==> src/rtl/uart_pkg.sv <==
// Shared UART definitions: transmit FSM encoding, register map offsets and status bit positions.
package uart_pkg;

    typedef enum logic [2:0] {
        IDLE   = 3'd0,
        START  = 3'd1,
        DATA   = 3'd2,
        PARITY = 3'd3,
        STOP   = 3'd4
    } tx_state_e;

    localparam logic [7:0] TXDB  = 8'h00;
    localparam logic [7:0] RXDB  = 8'h01;
    localparam logic [7:0] UBRR  = 8'h02;
    localparam logic [7:0] CTRL0 = 8'h03;
    localparam logic [7:0] CTRL1 = 8'h04;
    localparam logic [7:0] STAT  = 8'h05;

    localparam int STAT_RXC  = 0;
    localparam int STAT_TXC  = 1;
    localparam int STAT_UDRE = 2;

    function automatic logic frame_parity(input logic [7:0] data, input logic odd);
        return (^data) ^ odd;
    endfunction

endpackage

==> src/rtl/uart_baud_gen.sv <==
// Bit-period generator: latches the divisor on restart and emits a one-cycle tick every div+1 cycles.
module uart_baud_gen #(
    parameter int DIV_W = 16
) (
    input  logic             pClk,
    input  logic             pReset,
    input  logic             i_restart,
    input  logic             i_en,
    input  logic [DIV_W-1:0] i_div,
    output logic             o_tick
);

    logic [DIV_W-1:0] r_div;
    logic [DIV_W-1:0] r_cnt;
    logic             w_wrap;

    assign w_wrap = (r_cnt == r_div);
    assign o_tick = i_en && w_wrap;

    // Divisor is sampled only at restart so mid-frame Ubrr writes cannot stretch a bit.
    always_ff @(posedge pClk or negedge pReset) begin
        if (!pReset) begin
            r_div <= '0;
            r_cnt <= '0;
        end else if (i_restart) begin
            r_div <= i_div;
            r_cnt <= '0;
        end else if (i_en) begin
            r_cnt <= w_wrap ? '0 : r_cnt + 1'b1;
        end else begin
            r_cnt <= '0;
        end
    end

endmodule

==> src/rtl/uart_tx_ctrl.sv <==
// UART transmit controller: double-buffered byte path, frame sequencing and UDRE/TXC/DOR status.
// Define UART_TX_PARITY_EN to insert a parity bit between the data bits and the stop bit(s).
module uart_tx_ctrl #(
    parameter int DIV_W      = 16,
    parameter int STOP_BITS  = 1,
    parameter int PARITY_ODD = 0
) (
    input  logic             pClk,
    input  logic             pReset,
    input  logic             TxWr,
    input  logic [7:0]       TxData,
    input  logic [DIV_W-1:0] Ubrr,
    input  logic             TxEn,
    input  logic             TxcClr,
    output logic             Txd,
    output logic             Udre,
    output logic             Txc,
    output logic             Dor,
    output logic             Busy
);
    import uart_pkg::*;

    if (STOP_BITS < 1 || STOP_BITS > 2 || PARITY_ODD < 0 || PARITY_ODD > 1) begin : g_cfg_err
        $error("uart_tx_ctrl: STOP_BITS must be 1 or 2 and PARITY_ODD 0 or 1");
    end

    tx_state_e  r_state;
    logic [7:0] r_hold;
    logic       r_hold_vld;
    logic [7:0] r_shift;
    logic [2:0] r_bitcnt;
    logic       r_stopcnt;
    logic       r_txd;
    logic       r_udre;
    logic       r_txc;
    logic       r_dor;
    logic       r_busy;
`ifdef UART_TX_PARITY_EN
    logic       r_par;
`endif

    logic w_tick;
    logic w_wr_acc;
    logic w_frame_end;
    logic w_load;
    logic w_txc_set;

    assign w_wr_acc    = TxWr && r_udre;
    assign w_frame_end = (r_state == STOP) && w_tick && (r_stopcnt == 1'(STOP_BITS - 1));
    assign w_load      = r_hold_vld && TxEn && ((r_state == IDLE) || w_frame_end);
    assign w_txc_set   = w_frame_end && !w_load;

    uart_baud_gen #(
        .DIV_W(DIV_W)
    ) u_baud (
        .pClk      (pClk),
        .pReset    (pReset),
        .i_restart (w_load),
        .i_en      (r_busy),
        .i_div     (Ubrr),
        .o_tick    (w_tick)
    );

    always_ff @(posedge pClk or negedge pReset) begin
        if (!pReset) begin
            r_state    <= IDLE;
            r_hold     <= '0;
            r_hold_vld <= 1'b0;
            r_shift    <= '0;
            r_bitcnt   <= '0;
            r_stopcnt  <= 1'b0;
            r_txd      <= 1'b1;
            r_udre     <= 1'b1;
            r_txc      <= 1'b0;
            r_dor      <= 1'b0;
            r_busy     <= 1'b0;
`ifdef UART_TX_PARITY_EN
            r_par      <= 1'b0;
`endif
        end else begin
            r_dor <= TxWr && !r_udre;

            // A frame ending in the same cycle as a clear request still reports completion.
            if (w_txc_set)
                r_txc <= 1'b1;
            else if (TxcClr || w_wr_acc)
                r_txc <= 1'b0;

            if (w_wr_acc) begin
                r_hold     <= TxData;
                r_hold_vld <= 1'b1;
                r_udre     <= 1'b0;
            end

            if (w_load) begin
                r_shift    <= r_hold;
                r_hold_vld <= 1'b0;
                r_udre     <= 1'b1;
                r_txd      <= 1'b0;
                r_busy     <= 1'b1;
                r_bitcnt   <= '0;
                r_stopcnt  <= 1'b0;
                r_state    <= START;
`ifdef UART_TX_PARITY_EN
                r_par      <= frame_parity(r_hold, 1'(PARITY_ODD));
`endif
            end else begin
                case (r_state)
                    IDLE: ;
                    START: if (w_tick) begin
                        r_txd    <= r_shift[0];
                        r_shift  <= r_shift >> 1;
                        r_bitcnt <= '0;
                        r_state  <= DATA;
                    end
                    DATA: if (w_tick) begin
                        if (r_bitcnt == 3'd7) begin
`ifdef UART_TX_PARITY_EN
                            r_txd     <= r_par;
                            r_state   <= PARITY;
`else
                            r_txd     <= 1'b1;
                            r_stopcnt <= 1'b0;
                            r_state   <= STOP;
`endif
                        end else begin
                            r_txd    <= r_shift[0];
                            r_shift  <= r_shift >> 1;
                            r_bitcnt <= r_bitcnt + 3'd1;
                        end
                    end
                    PARITY: if (w_tick) begin
                        r_txd     <= 1'b1;
                        r_stopcnt <= 1'b0;
                        r_state   <= STOP;
                    end
                    STOP: if (w_tick) begin
                        if (w_frame_end) begin
                            r_busy  <= 1'b0;
                            r_state <= IDLE;
                        end else begin
                            r_stopcnt <= r_stopcnt + 1'b1;
                        end
                    end
                    default: r_state <= IDLE;
                endcase
            end
        end
    end

    assign Txd  = r_txd;
    assign Udre = r_udre;
    assign Txc  = r_txc;
    assign Dor  = r_dor;
    assign Busy = r_busy;

endmodule

==> config.mk <==
export PLATFORM = sky130hd
export DESIGN_NAME = uart_tx_ctrl
export DESIGN_NICKNAME = d
export VERILOG_FILES = /design/src/rtl/uart_pkg.sv /design/src/rtl/uart_baud_gen.sv /design/src/rtl/uart_tx_ctrl.sv
export SDC_FILE = /design/constraint.sdc
export NUM_CORES = 1
export LEC_CHECK = 0
export CORE_ASPECT_RATIO = 1.2
export CORE_MARGIN = 5
export CORE_UTILIZATION = 50
export CTS_BUF_LIST = sky130_fd_sc_hd__clkbuf_4 sky130_fd_sc_hd__clkbuf_8 sky130_fd_sc_hd__clkbuf_16
export DETAILED_ROUTE_END_ITERATION = 8
export GPL_ROUTABILITY_DRIVEN = 0
export PLACE_DENSITY = 0.72
export SLEW_MARGIN = 25
export SYNTH_ARGS = -nofsm -noshare
export SYNTH_HDL_FRONTEND = slang
export SYNTH_HIERARCHICAL = 1
export SYNTH_SLANG_ARGS = --single-unit
==> constraint.sdc <==
create_clock -name pClk -period 4.6 [get_ports pClk]
set_input_delay 0.46 -clock pClk [delete_from_list [all_inputs] [get_ports pClk]]
set_output_delay 0.46 -clock pClk [all_outputs]
set_load 0.005 [all_outputs]
==> results_tabular.tex <==
\begin{tabular}{lr}
\hline
Metric & Value \\
\hline
\multicolumn{2}{l}{\textbf{Status}} \\
Status & finished clean \\
\multicolumn{2}{l}{\textbf{Drt}} \\
Post-detailed-route via-to-cell ratio & 5.32 \\
Number of remaining DRC errors & 0 \\
Total number of vias & 2,007 \\
First DRT Iteration DRCs & 100 \\
Routed wire length & 5.54 mm \\
Antenna violation net count after detailed routing & 0 \\
Number of detailed-route iterations in the first pass & 4 \\
Detail Route met3 WL & roughly 250 um \\
Routed wire length per instance & about 15 um \\
Met2 Routed Length & between 2 and 3 mm \\
Total routed wire length on the met1 layer & around 2.3 mm \\
Highest Signal Layer & met4 \\
\multicolumn{2}{l}{\textbf{Synthesis}} \\
Cell type with the highest aggregate area in the netlist & sky130\_fd\_sc\_hd\_\_dfrtp\_1 \\
Number of nets produced by synthesis & 289 \\
Most used standard cells in the synthesized netlist & sky130\_fd\_sc\_hd\_\_dfrtp\_1 (59), sky130\_fd\_sc\_hd\_\_mux2\_2 (30), sky130\_fd\_sc\_hd\_\_nor2\_1 (22), sky130\_fd\_sc\_hd\_\_xnor2\_1 (21), sky130\_fd\_sc\_hd\_\_nand2\_1 (13) \\
Library cell with the highest instance count after synthesis & sky130\_fd\_sc\_hd\_\_dfrtp\_1 \\
Ys Warns & 6 \\
Netlist Area Pre-Place & a little under 0.003 mm\^{}2 \\
Post-synth top area share & 50.2\% \\
\#FFs+latches synth & between 60 and 70 \\
Cell types occupying the most area after synthesis & sky130\_fd\_sc\_hd\_\_dfrtp\_1 (50\%), sky130\_fd\_sc\_hd\_\_mux2\_2 (11\%), sky130\_fd\_sc\_hd\_\_xnor2\_1 (6.3\%) \\
Async set-or-reset flop fraction in the synthesized netlist & 100\% \\
Number of different library cells in the post-synthesis netlist & 49 \\
Cells after synthesis & 257 \\
Dominant synthesized flop cell & sky130\_fd\_sc\_hd\_\_dfrtp\_1 \\
Sequential area share after synthesis & between 50\% and 60\% \\
Mean area per synthesized cell & approximately 11 um\^{}2 \\
Number of enable flip-flop cells after synthesis & 0 \\
\multicolumn{2}{l}{\textbf{Global routing}} \\
Vias in the first global route & between 2,000 and 2,500 \\
Antenna violations before repair & 0 \\
Wire length of the first global-routing pass & between 9 and 10 mm \\
Largest net degree at the start of global routing & between 60 and 70 \\
Residual overflow from global routing & 0 \\
Global router's overall resource usage & approximately 17\% \\
\multicolumn{2}{l}{\textbf{Placement}} \\
Count of buffers from port buffering & 33 \\
Post-detail-place hpwl & 3.85 mm \\
Post-detailed-placement cell area & roughly 0.0033 mm\^{}2 \\
\multicolumn{2}{l}{\textbf{Final layout}} \\
Final Core Density & around three fifths \\
Area growth from synthesis to final layout & 19.1\% \\
Share of cells above drive strength 1 & 20.9\% \\
Post-route cell area & 0.00350 mm\^{}2 \\
Count of inserted antenna diode cells & 0 \\
Number of nets in the final layout & approximately 320 \\
\multicolumn{2}{l}{\textbf{Power and ir drop}} \\
Worst VDD drop & 0.264 mV \\
Cell Pwr Density & between 500 and 600 mW/mm\^{}2 \\
Total power of the final layout & $\sim$1.8 mW \\
Static leakage & roughly 1.4 nW \\
\multicolumn{2}{l}{\textbf{Clocking}} \\
Buffers inserted during post-CTS setup optimization & 0 \\
Root Buffer Master & sky130\_fd\_sc\_hd\_\_clkbuf\_8 \\
Maximum number of buffers from clock root to sink & 2 \\
Cells resized by post-CTS repair & 0 \\
Number of buffers inserted for hold repair after clock tree synthesis & 0 \\
Total CTS buffers & 9 \\
Clk sinks & between 60 and 70 \\
CTS H-tree lvls & 3 \\
Clock transition at the registers of the reported paths & 0.07 ns \\
Worst-skew pair later-pin latency & between 0.3 and 0.4 ns \\
CTS tree & yes \\
\multicolumn{2}{l}{\textbf{Setup path}} \\
Start-to-end type of the worst setup path & reg2reg \\
Delay contributed by the slowest stage of the critical path & 0.61 ns \\
Worst path cell trace & xnor2\_1 -> nand4\_1 -> nor4\_2 -> buf\_4 -> and2\_1 -> nand2b\_1 -> a2111o\_1 -> inv\_2 -> nand2b\_1 -> nor3\_1 \\
Startpoint Class & register \\
Arrival time of data at the critical path endpoint & 3.80 ns \\
Worst reg2reg setup slack & 0.99 ns \\
Critical path buffer and inverter count & 2 \\
Worst setup path startpoint & u\_baud/r\_cnt[6] \\
Cell type group with the largest total delay on the critical path & simple AND/OR/NAND/NOR gates \\
Critical path required time & 4.79 ns \\
R2R Path Start & u\_baud/r\_cnt[6] \\
Reg-to-reg endpoint & u\_baud/r\_cnt[12] \\
End of the critical path & u\_baud/r\_cnt[12] \\
Highest fanout seen on the critical path & 17 \\
Slowest cell on the critical path & sky130\_fd\_sc\_hd\_\_a2111o\_1 \\
Depth of the critical timing path with buffers and inverters included & 10 \\
Nature of the critical path endpoint & register \\
Worst Reg-to-Reg Cells & 10 \\
Library cell appearing most often on the critical path & sky130\_fd\_sc\_hd\_\_nand2b\_1 \\
\multicolumn{2}{l}{\textbf{STA}} \\
Portion of the clock cycle consumed by the worst path in the final layout & 78.4\% \\
Worst hold slack after final layout & approximately 0.28 ns \\
Least-Margin Pin Slew & 0.739 ns \\
Max transition margin & 50.7\% \\
Highest clock frequency the design can meet & around 280 MHz \\
Final slew viol count & 0 \\
Setup repair after global routing missed its margin & false \\
Number of endpoints failing setup at the final stage & 0 \\
Min Tclk post-route & $\sim$3.6 ns \\
Final Hold Violating Endpoints & 0 \\
Sum of negative setup slack & 0 ns \\
Maximum clock skew at final layout & 0.00447 ns \\
\multicolumn{2}{l}{\textbf{Floorplan}} \\
Chip height & 94.0 um \\
Chip Width & about 80 um \\
Initial Util & 51.5\% \\
Core Footprint & between 0.005 and 0.006 mm\^{}2 \\
Number of placed I/O pins & 34 \\
Area of the die & 0.00752 mm\^{}2 \\
Row Count & 30 \\
\multicolumn{2}{l}{\textbf{Flow run}} \\
Max-cap violations & 0 \\
\multicolumn{2}{l}{\textbf{Min path}} \\
Hold crit path type & in2async \\
\hline
\end{tabular}
==> flip-flops by register name, indices dropped and copies added (netlist names), 3 cells and up <==
signal        cells
u_baud/r_cnt     16
u_baud/r_div     16
r_hold            8
r_shift           8
r_bitcnt          3
r_state           3
==> cell families after synthesis <==
| logic type | count (synthesis) | synth area share, % |
|---|---|---|
| XOR/XNOR | 27 | 8.04 |
| flip-flops | 61 | 52.0 |
| buffers and inverters | 18 | 3.06 |
| AND/OR/NAND/NOR | 86 | 16.1 |
| AO/OA/AOI/OAI | 30 | 7.28 |
| multiplexers | 32 | 12.3 |
| adder cells (fa/ha/maj) | 3 | 1.28 |
==> layer usage <==
layer | vias up | GRT usage (%)
met5 | - | 0
met4 | 0 | 10.0
met3 | 16 | 4.13
met2 | 45 | 27.1
met1 | 959 | 19.2
li1 | 987 | -
==> worst min path at each step <==
stage,endpoint,slack [ns],start
floorplan,Busy,0.16,pReset
global placement,r_shift[7],0.47,r_hold[7]
detailed placement,r_shift[1],0.48,r_hold[1]
CTS,u_baud/r_cnt[15],0.30,pReset
global route,u_baud/r_cnt[11],0.33,pReset
finish,u_baud/r_cnt[11],0.28,pReset
==> stage by stage <==
stage                     worst slack (ns)  cells
after floorplan                       1.20    257
after global placement                1.05    361
after detailed placement              1.01    361
after CTS                            0.997    377
after global routing                 0.703    377
final                                0.991    377
==> cell type report <==
type / instances / area [um^2]
multi-input combinational: 178 / 1320
inverter: 6 / 22.5
clock inverter: 4 / 22.5
sequential: 61 / 1530
fill: 481 / 2200
timing repair buffer: 36 / 348
tap: 80 / 100
clock buffer: 12 / 159
==> power by group <==
part | switching [mW] | total [mW] | internal (mW)
clock | 0.200 | 0.428 | 0.228
combinational | 0.192 | 0.472 | 0.280
sequential | 0.149 | 0.863 | 0.714
==> worst reg2reg max path, stage by stage, from the launching register on <==
cell and delay, ns:
sky130_fd_sc_hd__dfrtp_1 0.43, sky130_fd_sc_hd__xnor2_1 0.28, sky130_fd_sc_hd__nand4_1 0.21, sky130_fd_sc_hd__nor4_2 0.28, sky130_fd_sc_hd__buf_4 0.25, sky130_fd_sc_hd__and2_1 0.29
sky130_fd_sc_hd__nand2b_1 0.11, sky130_fd_sc_hd__a2111o_1 0.61, sky130_fd_sc_hd__inv_2 0.33, sky130_fd_sc_hd__nand2b_1 0.55, sky130_fd_sc_hd__nor3_1 0.13
==> cell usage in the layout, fill, tap and decap left out, types with 5 or more instances in the layout <==
cell	instances
sky130_fd_sc_hd__clkbuf_8	11
sky130_fd_sc_hd__nor3_1	12
sky130_fd_sc_hd__clkdlybuf4s50_1	32
sky130_fd_sc_hd__inv_1	5
sky130_fd_sc_hd__nand4_1	6
sky130_fd_sc_hd__o21ai_0	6
sky130_fd_sc_hd__nand2_1	13
sky130_fd_sc_hd__nand3_1	7
sky130_fd_sc_hd__nor2_1	22
sky130_fd_sc_hd__a21oi_1	5
sky130_fd_sc_hd__xnor2_1	21
sky130_fd_sc_hd__xor2_1	6
sky130_fd_sc_hd__mux2_2	30
sky130_fd_sc_hd__a221oi_1	7
sky130_fd_sc_hd__dfrtp_1	59
(Power assumes the default switching activity.)
